**src/rtl/qam_cfg_ctrl_if.sv**
```systemverilog
// Host-side configuration handshake bundle for qam_cfg_ctrl.
// master: host (drives request and settings); slave: controller (drives status).
interface qam_cfg_ctrl_if;
   logic        cfg_req;
   logic        cfg_mod_type;
   logic [1:0]  cfg_baud_rate;
   logic        cfg_filter_enable;
   logic [15:0] cfg_carrier_freq;
   logic        cfg_ack;
   logic        cfg_done;
   logic        cfg_busy;
   logic        cfg_timeout;

   modport master (
      output cfg_req, cfg_mod_type, cfg_baud_rate,
             cfg_filter_enable, cfg_carrier_freq,
      input  cfg_ack, cfg_done, cfg_busy, cfg_timeout
   );

   modport slave (
      input  cfg_req, cfg_mod_type, cfg_baud_rate,
             cfg_filter_enable, cfg_carrier_freq,
      output cfg_ack, cfg_done, cfg_busy, cfg_timeout
   );
endinterface

```
**src/rtl/qam_cfg_ctrl.sv**
```systemverilog
// QAM modulator runtime config sequencer: applies host settings at a symbol
// boundary with optional datapath flush and baud-scaled settling window.
// Ports: clk, rst (sync, active-high), sym_tick, host (cfg handshake slave),
// applied config (mod_type, baud_rate, filter_enable, carrier_freq_set),
// dp_rst_n (datapath reset, active-low), out_valid.
module qam_cfg_ctrl #(
   parameter int FLUSH_CYCLES  = 16,
   parameter int SETTLE_BASE   = 4608,
   parameter int BOUND_TIMEOUT = 8192
) (
   input  logic          clk,
   input  logic          rst,
   input  logic          sym_tick,
   qam_cfg_ctrl_if.slave host,
   output logic          mod_type,
   output logic [1:0]    baud_rate,
   output logic          filter_enable,
   output logic [15:0]   carrier_freq_set,
   output logic          dp_rst_n,
   output logic          out_valid
);

   typedef enum logic [2:0] {
      INIT, RUN, WAIT_BND, FLUSH, APPLY, SETTLE
   } state_t;

   localparam logic [15:0] FLUSH_LAST = 16'(FLUSH_CYCLES - 1);
   localparam logic [15:0] BOUND_LAST = 16'(BOUND_TIMEOUT - 1);

   state_t      state_q, state_d;
   logic [15:0] cnt_q;
   logic        sh_mod;
   logic [1:0]  sh_baud;
   logic        sh_filt;
   logic [15:0] sh_freq;
   logic        flushed_q;
   logic        ack_q, done_q, timeout_q;
   logic [15:0] settle_last;
   logic        flush_diff, freq_diff;
   logic        tmo_hit, bnd_hit;

   // Settle length uses the applied baud rate, 8 symbols at any rate.
   assign settle_last = (16'(SETTLE_BASE) << (2'd3 - baud_rate)) - 16'd1;

   assign flush_diff = (sh_mod != mod_type) || (sh_baud != baud_rate)
                    || (sh_filt != filter_enable);
   assign freq_diff  = sh_freq != carrier_freq_set;
   assign tmo_hit    = cnt_q == BOUND_LAST;
   assign bnd_hit    = sym_tick || tmo_hit;

   always_comb begin
      state_d = state_q;
      unique case (state_q)
         INIT:     if (cnt_q == FLUSH_LAST) state_d = SETTLE;
         RUN:      if (host.cfg_req) state_d = WAIT_BND;
         WAIT_BND: if (bnd_hit) begin
            if (flush_diff)     state_d = FLUSH;
            else if (freq_diff) state_d = APPLY;
            else                state_d = RUN;
         end
         FLUSH:    if (cnt_q == FLUSH_LAST) state_d = APPLY;
         APPLY:    state_d = flushed_q ? SETTLE : RUN;
         SETTLE:   if (cnt_q == settle_last) state_d = RUN;
         default:  state_d = INIT;
      endcase
   end

   always_ff @(posedge clk) begin
      if (rst) begin
         state_q          <= INIT;
         cnt_q            <= '0;
         sh_mod           <= 1'b0;
         sh_baud          <= 2'b00;
         sh_filt          <= 1'b0;
         sh_freq          <= '0;
         flushed_q        <= 1'b0;
         ack_q            <= 1'b0;
         done_q           <= 1'b0;
         timeout_q        <= 1'b0;
         mod_type         <= 1'b0;
         baud_rate        <= 2'b00;
         filter_enable    <= 1'b0;
         carrier_freq_set <= '0;
         dp_rst_n         <= 1'b0;
      end else begin
         state_q  <= state_d;
         cnt_q    <= (state_d != state_q) ? '0 : cnt_q + 16'd1;
         ack_q    <= (state_q == RUN) && host.cfg_req;
         done_q   <= (state_d == RUN) && (state_q != RUN);
         dp_rst_n <= !((state_d == INIT) || (state_d == FLUSH));
         if ((state_q == RUN) && host.cfg_req) begin
            sh_mod  <= host.cfg_mod_type;
            sh_baud <= host.cfg_baud_rate;
            sh_filt <= host.cfg_filter_enable;
            sh_freq <= host.cfg_carrier_freq;
         end
         // A tick on the last wait cycle wins over the timeout.
         if ((state_q == WAIT_BND) && tmo_hit && !sym_tick)
            timeout_q <= 1'b1;
         if (state_d == FLUSH)
            flushed_q <= 1'b1;
         else if (state_d == WAIT_BND)
            flushed_q <= 1'b0;
         // Loaded on the edge into APPLY, together with dp_rst_n release.
         if (state_d == APPLY) begin
            mod_type         <= sh_mod;
            baud_rate        <= sh_baud;
            filter_enable    <= sh_filt;
            carrier_freq_set <= sh_freq;
         end
      end
   end

   assign out_valid = (state_q == RUN) || (state_q == WAIT_BND)
                   || ((state_q == APPLY) && !flushed_q);

   assign host.cfg_ack     = ack_q;
   assign host.cfg_done    = done_q;
   assign host.cfg_busy    = state_q != RUN;
   assign host.cfg_timeout = timeout_q;

endmodule

```
**src/flat_wrapper.sv**
```systemverilog
// flat-port wrapper written by rule: the top's interface ports become plain ports
module qam_cfg_ctrl_flat 
#(
   parameter int FLUSH_CYCLES  = 16,
   parameter int SETTLE_BASE   = 4608,
   parameter int BOUND_TIMEOUT = 8192
)
  (clk, rst, sym_tick, mod_type, baud_rate, filter_enable, carrier_freq_set, dp_rst_n, out_valid, host_cfg_req, host_cfg_mod_type, host_cfg_baud_rate, host_cfg_filter_enable, host_cfg_carrier_freq, host_cfg_ack, host_cfg_done, host_cfg_busy, host_cfg_timeout);
  qam_cfg_ctrl_if host_i ();
  input  logic clk;
  input  logic rst;
  input  logic sym_tick;
  output logic mod_type;
  output logic [1:0] baud_rate;
  output logic filter_enable;
  output logic [15:0] carrier_freq_set;
  output logic dp_rst_n;
  output logic out_valid;
  input wire logic [$bits(host_i.cfg_req)-1:0] host_cfg_req;
  input wire logic [$bits(host_i.cfg_mod_type)-1:0] host_cfg_mod_type;
  input wire logic [$bits(host_i.cfg_baud_rate)-1:0] host_cfg_baud_rate;
  input wire logic [$bits(host_i.cfg_filter_enable)-1:0] host_cfg_filter_enable;
  input wire logic [$bits(host_i.cfg_carrier_freq)-1:0] host_cfg_carrier_freq;
  output wire logic [$bits(host_i.cfg_ack)-1:0] host_cfg_ack;
  output wire logic [$bits(host_i.cfg_done)-1:0] host_cfg_done;
  output wire logic [$bits(host_i.cfg_busy)-1:0] host_cfg_busy;
  output wire logic [$bits(host_i.cfg_timeout)-1:0] host_cfg_timeout;
  assign host_i.cfg_req = host_cfg_req;
  assign host_i.cfg_mod_type = host_cfg_mod_type;
  assign host_i.cfg_baud_rate = host_cfg_baud_rate;
  assign host_i.cfg_filter_enable = host_cfg_filter_enable;
  assign host_i.cfg_carrier_freq = host_cfg_carrier_freq;
  assign host_cfg_ack = host_i.cfg_ack;
  assign host_cfg_done = host_i.cfg_done;
  assign host_cfg_busy = host_i.cfg_busy;
  assign host_cfg_timeout = host_i.cfg_timeout;
  qam_cfg_ctrl #(.FLUSH_CYCLES(FLUSH_CYCLES), .SETTLE_BASE(SETTLE_BASE), .BOUND_TIMEOUT(BOUND_TIMEOUT)) u_core (.clk(clk), .rst(rst), .sym_tick(sym_tick), .host(host_i), .mod_type(mod_type), .baud_rate(baud_rate), .filter_enable(filter_enable), .carrier_freq_set(carrier_freq_set), .dp_rst_n(dp_rst_n), .out_valid(out_valid));
endmodule
```
**config.mk**
```make
export PLATFORM = sky130hd
export DESIGN_NAME = qam_cfg_ctrl_flat
export DESIGN_NICKNAME = d
export VERILOG_FILES = /design/src/rtl/qam_cfg_ctrl_if.sv /design/src/rtl/qam_cfg_ctrl.sv /design/src/flat_wrapper.sv
export SDC_FILE = /design/constraint.sdc
export NUM_CORES = 1
export LEC_CHECK = 0
export CORE_ASPECT_RATIO = 1.4
export CORE_UTILIZATION = 45
export DETAILED_ROUTE_END_ITERATION = 10
export GPL_TIMING_DRIVEN = 0
export PLACE_DENSITY = 0.7
export SYNTH_ARGS = -nofsm -noshare
export SYNTH_HDL_FRONTEND = slang
export SYNTH_SLANG_ARGS = --single-unit
export TNS_END_PERCENT = 5
```
**constraint.sdc**
```tcl
create_clock -name clk -period 7 [get_ports clk]
set_input_delay 1.05 -clock clk [delete_from_list [all_inputs] [get_ports clk]]
set_output_delay 1.05 -clock clk [all_outputs]
set_load 0.01 [all_outputs]
```
Word-level counts from Yosys, hierarchy flattened. Cells that the tools add are included. Widths: inputs -> output; s select.

Eq/ne operators: 18. Reduce and logical (&&, ||, !) cells: 18. Add/sub/neg operators: 3. Shift operators: 1. Muxes and demuxes: 11.

Operators by type and width (count): $mux 3 (8); $pmux 3 s6 (1); $add 16x1->16 const B (1); $eq 16x13->1 const B (1); $eq 16x16->1 (1); $eq 16x4->1 const B (1); $ne 16x16->1 (1); $shl 13x2->16 const A (1); $sub 16x1->16 const B (1); $eq 3x2->1 const B (4); $eq 3x3->1 const B (3); $eq 3x1->1 const B (2); $logic_not 3->1 (2); $logic_or 1x1->1 (6); $logic_and 1x1->1 (5); $logic_not 1->1 (3); $ne 3x1->1 const B (1); $ne 3x3->1 (1); $mux 1 (2); $ne 1x1->1 (2); $ne 2x2->1 (1); $reduce_bool 2->1 (1); $reduce_or 2->1 (1); $sub 2x2->2 const A (1).

Register bits after elaboration: 64. Input port bits: 24. Output and inout bits: 26. Logic and storage cells: 66.

Logic depth before layout (Yosys ltp). Gate-level depths: netlist of run 1.

Depth in word-level cells: 9. Mapped depth: 9. Mapped depth without buffers: 8.

Least setup slack after synthesis of run 1. No wires, ideal clock.

Kind: input port to flip-flop. From: input port host_cfg_req. To: register u_core.cnt_q[10]. Stages on the path: 8. Buffers on the path: 1. Path slack: 4.567 ns. Required time: 6.934 ns. Arrival time: 2.367 ns. Library setup time: 0.066 ns. Cell sequence: inv_1 a21oi_1 nor2_1 a211oi_1 a21oi_1 clkbuf_1 or4_1 a21oi_2.

Word-level cells in the longest chain between the ends: 4.

RTL lines: start, declared (RTL line flat_wrapper.sv:19) `input wire logic [$bits(host_i.cfg_req)-1:0] host_cfg_req;`; $mux 3 (RTL line qam_cfg_ctrl.sv:55) `RUN: if (host.cfg_req) state_d = WAIT_BND;`; $pmux 3 s6 (RTL line qam_cfg_ctrl.sv:53) `unique case (state_q)`; $ne 3x3->1 (RTL line qam_cfg_ctrl.sv:87) `cnt_q <= (state_d != state_q) ? '0 : cnt_q + 16'd1;`; $reduce_or 2->1 (no line); end signal, assigned (RTL line qam_cfg_ctrl.sv:87); end, declared (RTL line qam_cfg_ctrl.sv:31) `logic [15:0] cnt_q;`.

Every way passes these cells. A chain may end at the register's enable or synchronous reset.

Worst setup path after layout of run 1.
From: register u_core.state_q[2]. To: output port out_valid.

Word-level cells in the longest chain between the ends: 3. Elaborated cells between the ends (all ways): 6. Classes of those cells: eq/ne: 3; reduce/logical: 3.

RTL lines: start, declared (RTL line qam_cfg_ctrl.sv:30) `state_t state_q, state_d;`; start signal, assigned (RTL line qam_cfg_ctrl.sv:86) `state_q <= state_d;`; $eq 3x1->1, or another cell as far along (RTL line qam_cfg_ctrl.sv:114) `assign out_valid = (state_q == RUN) || (state_q == WAIT_BND)`; $logic_or 1x1->1 or $logic_and 1x1->1 (tied branches) (RTL line qam_cfg_ctrl.sv:114, qam_cfg_ctrl.sv:115); $logic_or 1x1->1 * (RTL line qam_cfg_ctrl.sv:115) `|| ((state_q == APPLY) && !flushed_q);`; end, declared (RTL line flat_wrapper.sv:18) `output logic out_valid;`.

Every way passes the cells marked *; elsewhere a longest branch is shown, timed or not.

==> results of run 1 <==
## flip-flops by register name, indices dropped and copies added (netlist names)
signal and cells:
u_core.host.cfg_ack 1, u_core.host.cfg_done 1, u_core.filter_enable 1, u_core.mod_type 1, u_core.sh_filt 1, u_core.cnt_q 16
u_core.sh_baud 2, u_core.state_q 3, u_core.carrier_freq_set 16, u_core.sh_mod 1, u_core.dp_rst_n 1, u_core.baud_rate 2
u_core.flushed_q 1, u_core.host.cfg_timeout 1, u_core.sh_freq 16
## area by class of cell
type                    instances  area (um2)  share of cell area [%]
well taps                      92         115                    2.96
clock buffers                  10         128                    3.29
flip-flops and latches         64        1280                    33.0
plain buffers                  23         103                    2.64
repair buffers                 49         490                    12.6
inverters                       7        26.3                   0.676
clock inverters                 6        70.1                    1.80
multi-input cells             268        1670                    43.0
## routing by layer
layer	global-route usage [%]	up-vias	part of all wire, %
li1	-	1375	-
met1	24.7	1257	42
met2	38.5	62	51
met3	5.92	12	5.0
met4	10.3	0	2.5
met5	0	-	0
## synthesized netlist by cell type, types with 2 or more instances
cell      instances
nand2_1          50
nand4_1           8
xnor2_1          23
a31oi_1           2
nand3_1           7
dfxtp_1          64
or4_1            15
and2_1            2
o21bai_1          2
o21ai_0           3
nor2b_1           4
xor2_1           11
a211oi_1          3
and3_1            4
inv_1             7
nor3b_1           3
a21oi_2          10
clkbuf_1         15
nor3_1            5
a21oi_1          37
mux2i_1          20
nor2_1           40
nor4_1            2
buf_2             7
## worst paths after layout
path	endpoint	cells after the start
worst max-delay path	out_valid	4
worst min register to register	u_core.sh_freq[8]	2
worst max register to register	u_core.cnt_q[15]	9
worst min-delay path	u_core.sh_freq[8]	2
## per-stage QoR
step | util [%] | cells | hold WS (ns)
finish | 58.8 | 519 | 0.483
global route | 58.8 | 519 | 0.515
CTS | 58.8 | 519 | 0.485
detailed placement | 55.8 | 503 | 0.475
global placement | 55.8 | 503 | 0.468
floorplan | - | 362 | 0.460
## cell families after synthesis
kind of cell / synth area share (%)
buffers and inverters: 4.18
AO/OA/AOI/OAI: 13.4
AND/OR/NAND/NOR: 24.2
XOR/XNOR: 9.66
adder cells (fa/ha/maj): 0.406
multiplexers: 6.50
flip-flops: 41.6
## where the power goes
part | total (mW) | internal, mW | switching (mW) | leakage, nW
registers | 0.367 | 0.365 | 0.00175 | 0.516
clock network | 0.321 | 0.166 | 0.155 | 0.0887
logic | 0.0249 | 0.0144 | 0.0104 | 0.871
## worst max-delay path: cells and delay by family (launching register included)
family / cells / cell delay [ns]
simple gates: 1 / 0.47
buf+inv: 2 / 0.76
compound gates: 1 / 0.20
flops: 1 / 0.30
==> results by group, run 1 <==
Outcome
  – Status: completed

Logic synthesis
  – Area of the mapped netlist: 3080 um2
  – Cells after synthesis: 362
  – Synth area leaders: dfxtp_1, xnor2_1, mux2i_1
  – Top_reg_cell synth: dfxtp_1
  – Synth top area share: 41.6%
  – Sequential-to-total area share from yosys stat: 41.6%
  – Area leader, netlist: dfxtp_1
  – EDFF count, synth: 0
  – Post-synth ARST share: 0%
  – Synth Warn #: 0
  – Mean Syn Cell Area: 8.51 um2
  – Synth cell types: 42
  – Syn_nets: 387
  – Seq cells post-synth: 64

Worst setup path
  – Maximum fanout along the worst path: 10
  – Crit path launch: u_core.state_q[2]
  – Slowest stage delay, CP: 0.56 ns
  – Worst R2R Start: u_core.cnt_q[0]
  – Critical-path cell list: clkbuf_1, nor3b_1, o21bai_1, clkdlybuf4s50_1
  – Worst Path Arrival: 2.07 ns
  – Reg2Reg Setup Slack: 4.34 ns
  – Highest-delay cell along the critical path: clkdlybuf4s50_1
  – Worst endpoint required time: 5.95 ns
  – Crit end category: primary output
  – Kind of start point of the critical path: register
  – CP Class: reg2out

Detailed routing
  – Initial DRC count: 133
  – DR DRC count: 0
  – Vias: 2706
  – DRT Pass-1 Iters: 4
  – Vias per cell: 5.21
  – Routed wire length: 7290 um
  – Routed WL per cell: 14.0 um
  – Routed Antenna Nets: 0

Die
  – I/O pin cnt: 50
  – Row Count: 35
  – Die Span Y: 99.9 um
  – Core footprint: 6610 um2
  – DIE AREA: 7190 um2
  – DIE WIDTH: 71.9 um
  – Starting Density: 46.6%

STA
  – Relative slew slack: 54.0%
  – Minimum clock period: 3.12 ns
  – Tightest Pin Transition: 0.682 ns
  – Final worst-path cycle share: 44.6%
  – Final Hold Viols: 0
  – Final setup fails: 0
  – Worst Slack Setup Final: 3.88 ns
  – Unrepaired setup endpoints after global routing: no
  – Final Skew: 0.00831 ns
  – Setup TNS Final: 0 ns
  – Final max-slew violation count: 0
  – Peak Freq: 320 MHz

Clock network
  – CTS tree: yes
  – Post-CTS setup buffers: 0
  – Num CTS Buffers: 9
  – Max Buffers Root-to-Sink: 2
  – Clock sink count: 64
  – H-tree depth: 3
  – Clock root cell: clkbuf_8
  – Clock Latency Late Sink: 0.35 ns
  – Gates resized, CTS repair: 0
  – Hold_buf cts: 0
  – Clock Pin Slew Worst Setup and Hold Paths: 0.07 ns

Cells and area
  – Area grow syn2layout: 26.1%
  – Share of layout cells above drive strength 1: 9.37%
  – Commonest non-fill, non-tap cell in the layout: dfxtp_1
  – Final-layout fill cell count: 635
  – Fin nets: 447
  – Final instance area: 3880 um2
  – Diode count: 0
  – Most frequent cells in the layout: dfxtp_1, nand2_1, clkdlybuf4s50_1

Pwr
  – Total Power: 0.713 mW
  – Static leakage: 1.48 nW
  – Worst ir drop on vdd: 0.000154 V
  – Pwr Density: 183 nW/um2

Global route
  – Largest net degree at the start of global routing: 13
  – Vias in the first global route: 2611
  – GRT overflow: 0
  – Initial antenna violation count: 0
  – First-pass GRT wire length: 12200 um
  – Global-route usage over all layers: 22.0%

Place
  – Dpl cell area: 3690 um2
  – GPL Wtd Cong: 0.826
  – DP Worst Slack: 3.77 ns
  – IO Port Bufs: 49
  – DPL Wire Length: 5330 um

Hold path
  – Hold Startpoint: u_core.sh_freq[8]
  – Worst min path class: reg2reg

Job
  – MaxCap Viol Count: 0
(Power assumes the default switching activity.)
==> run 2, diff against run 1 <==
- clock period: 7 -> 3.1 ns (I/O delays scaled with it)
==> results of run 2 <==
The final DEF is identical to that of run 1. Status: completed.
Among the figures that moved: setup slack after placement 3.77 ns -> 0.456 ns; setup slack after layout 3.88 ns -> 0.443 ns; start point of the critical path u_core.state_q[2] -> u_core.cnt_q[0]; end point of the critical path out_valid -> u_core.cnt_q[15]; register-to-register setup slack 4.34 ns -> 0.44 ns; total power 0.713 mW -> 1.61 mW; worst IR drop on VDD 0.000154 V -> 0.000347 V
==> run 3, diff against run 2 <==
- MAX_ROUTING_LAYER: unset -> met4
- TNS_END_PERCENT: 5 -> 30
==> results by group, run 3 (synthesized netlist as in run 1, its figures left out) <==
Worst setup path
  – Crit end category: register
  – Highest-delay cell along the critical path: or4_1
  – Worst R2R Start: u_core.cnt_q[0]
  – Crit path launch: u_core.cnt_q[0]
  – Kind of start point of the critical path: register
  – CP Class: reg2reg
  – Worst Path Arrival: 2.92 ns
  – Maximum fanout along the worst path: 10 (unchanged)
  – Slowest stage delay, CP: 0.53 ns
  – Reg2Reg Setup Slack: 0.46 ns
  – Cell mode on critical path: and3_1
  – Worst endpoint required time: 3.38 ns
  – Critical-path cell list: ha_1, and3_1, and3_1, and3_1, a211oi_1, a21oi_1, clkbuf_1, or4_1, a21oi_2

Detailed routing
  – DR DRC count: 0 (unchanged)
  – Met3 Wirelength: 318 um (-13%)
  – WL met1: 3040 um (+0.13%)
  – Routed Antenna Nets: 0 (unchanged)
  – DR top layer: met4
  – DRT Pass-1 Iters: 4 (unchanged)
  – Routed WL per cell: 14.0 um (about the same)
  – Met2 routed WL: 3750 um (+1.4%)
  – Vias per cell: 5.27 (+1.0%)
  – Initial DRC count: 137 (+3.0%)
  – Vias: 2733 (+1.0%)
  – Routed wire length: 7280 um (about the same)

Clock network
  – Max Buffers Root-to-Sink: 2 (unchanged)
  – Clock sink count: 64 (unchanged)
  – Hold_buf cts: 0 (unchanged)
  – Clock root cell: clkbuf_8
  – Post-CTS setup buffers: 0 (unchanged)
  – Clock Pin Slew Worst Setup and Hold Paths: 0.07 ns (about the same)
  – CTS tree: yes
  – Num CTS Buffers: 9 (unchanged)
  – Clock Latency Late Sink: 0.35 ns (about the same)
  – H-tree depth: 3 (unchanged)
  – Gates resized, CTS repair: 0 (unchanged)

STA
  – Unrepaired setup endpoints after global routing: no
  – Final worst-path cycle share: 85.1%
  – Final max-slew violation count: 0 (unchanged)
  – Peak Freq: 379 MHz
  – Final Hold Viols: 0 (unchanged)
  – Tightest Pin Transition: 0.678 ns (-0.00355 ns)
  – Final setup fails: 0 (unchanged)
  – Setup TNS Final: 0 ns (unchanged)
  – Minimum clock period: 2.64 ns
  – Final Skew: 0.00800 ns (-0.000308 ns)
  – Relative slew slack: 54.2% (+0.24 points)

Cells and area
  – Regs by FF count: u_core.carrier_freq_set x16, u_core.cnt_q x16, u_core.sh_freq x16
  – Final-layout fill cell count: 635 (unchanged)
  – Area grow syn2layout: 26.1% (unchanged)
  – Commonest non-fill, non-tap cell in the layout: dfxtp_1
  – Final core utilization: 58.8% (unchanged)
  – Diode count: 0 (unchanged)
  – Share of layout cells above drive strength 1: 9.37% (unchanged)
  – Fin nets: 447 (unchanged)
  – Most frequent cells in the layout: dfxtp_1, nand2_1, clkdlybuf4s50_1

Pwr
  – Clk pwr share: 45.0% (about the same)
  – Static leakage: 1.48 nW (unchanged)
  – Pwr Density: 414 nW/um2
  – Combinational power share: 3.5% (about the same)
  – Seq pwr share: 51.6% (about the same)
  – Internal: 1.23 mW
  – Worst ir drop on vdd: 0.000346 V
  – Sw power: 0.376 mW
  – Switching fraction of total power: 23.4%

Global route
  – Global-route usage over all layers: 22.6% (+0.58 points)
  – Largest net degree at the start of global routing: 13 (unchanged)
  – Initial antenna violation count: 0 (unchanged)
  – Vias in the first global route: 2607 (-0.15%)
  – GRT overflow: 0 (unchanged)
  – First-pass GRT wire length: 12200 um (about the same)

Hold path
  – Worst min path class: reg2reg
  – Hold Startpoint: u_core.sh_freq[8]

Place
  – DPL Wire Length: 5330 um (unchanged)
  – GPL Wtd Cong: 0.839 (+1.5%)
  – IO Port Bufs: 49 (unchanged)

Die
  – DIE AREA: 7190 um2 (unchanged)
  – Core footprint: 6610 um2 (unchanged)
  – DIE WIDTH: 71.9 um (unchanged)
  – Die Span Y: 99.9 um (unchanged)
  – Row Count: 35 (unchanged)
  – I/O pin cnt: 50 (unchanged)
  – Starting Density: 46.6% (unchanged)

Job
  – MaxCap Viol Count: 0 (unchanged)

Outcome
  – Status: completed
[run 3: cell counts in the layout (fill, tap and decap cells not counted)]
No cell type changed its count.
[run 3: power groups by stage]
stage	registers [mW]	clock network, mW	logic, mW
finish	0.829	0.723	0.0561
global route	0.829	0.771	0.0618
CTS	0.829	0.735	0.0564
detailed placement	0.848	0	0.0558
global placement	0.848	0	0.0562
floorplan	0.847	0	0.0177
[run 3: per-stage QoR]
stage | setup WS, ns | instances | power (mW) | hold WS [ns] | cell area (um2)
3_3_place_gp | 0.499 | 503 | 0.904 | 0.468 | 3690
2_1_floorplan | 0.820 | 362 | 0.865 | 0.460 | 3080
6_report | 0.461 | 519 | 1.61 | 0.483 | 3880
3_5_place_dp | 0.456 | 503 | 0.904 | 0.475 | 3690
4_1_cts | 0.478 | 519 | 1.62 | 0.485 | 3880
5_1_grt | 0.280 | 519 | 1.66 | 0.515 | 3880
[run 3: worst max-delay path, delay by kind of cell (launching register included)]
kind / cells / cell delay (ns)
fa+ha+maj: 1 / 0.27
buf+inv: 1 / 0.25
compound gates: 3 / 0.52
flops: 1 / 0.34
simple gates: 4 / 1.20
[run 3: worst paths after layout]
check                                    endpoint  depth (start not counted)
worst max-delay path             u_core.cnt_q[15]                          9
worst min-delay path            u_core.sh_freq[8]                          2
worst max register to register   u_core.cnt_q[15]                          9
worst min register to register  u_core.sh_freq[8]                          2
[run 3: routing by layer]
metal | track usage, % | vias to the layer above
met5 | - | -
met4 | 8.90 | 0
met3 | 6.43 | 16
met2 | 38.5 | 59
met1 | 24.8 | 1286
li1 | - | 1372
[run 3: final cells by class]
type | count | area [um2] | share of cell area (%)
multi-input combinational | 268 | 1670 | 43.0
sequential | 64 | 1280 | 33.0
timing repair buffer | 49 | 490 | 12.6
clock buffer | 10 | 128 | 3.29
tap | 92 | 115 | 2.96
buffer | 23 | 103 | 2.64
clock inverter | 6 | 70.1 | 1.80
inverter | 7 | 26.3 | 0.676
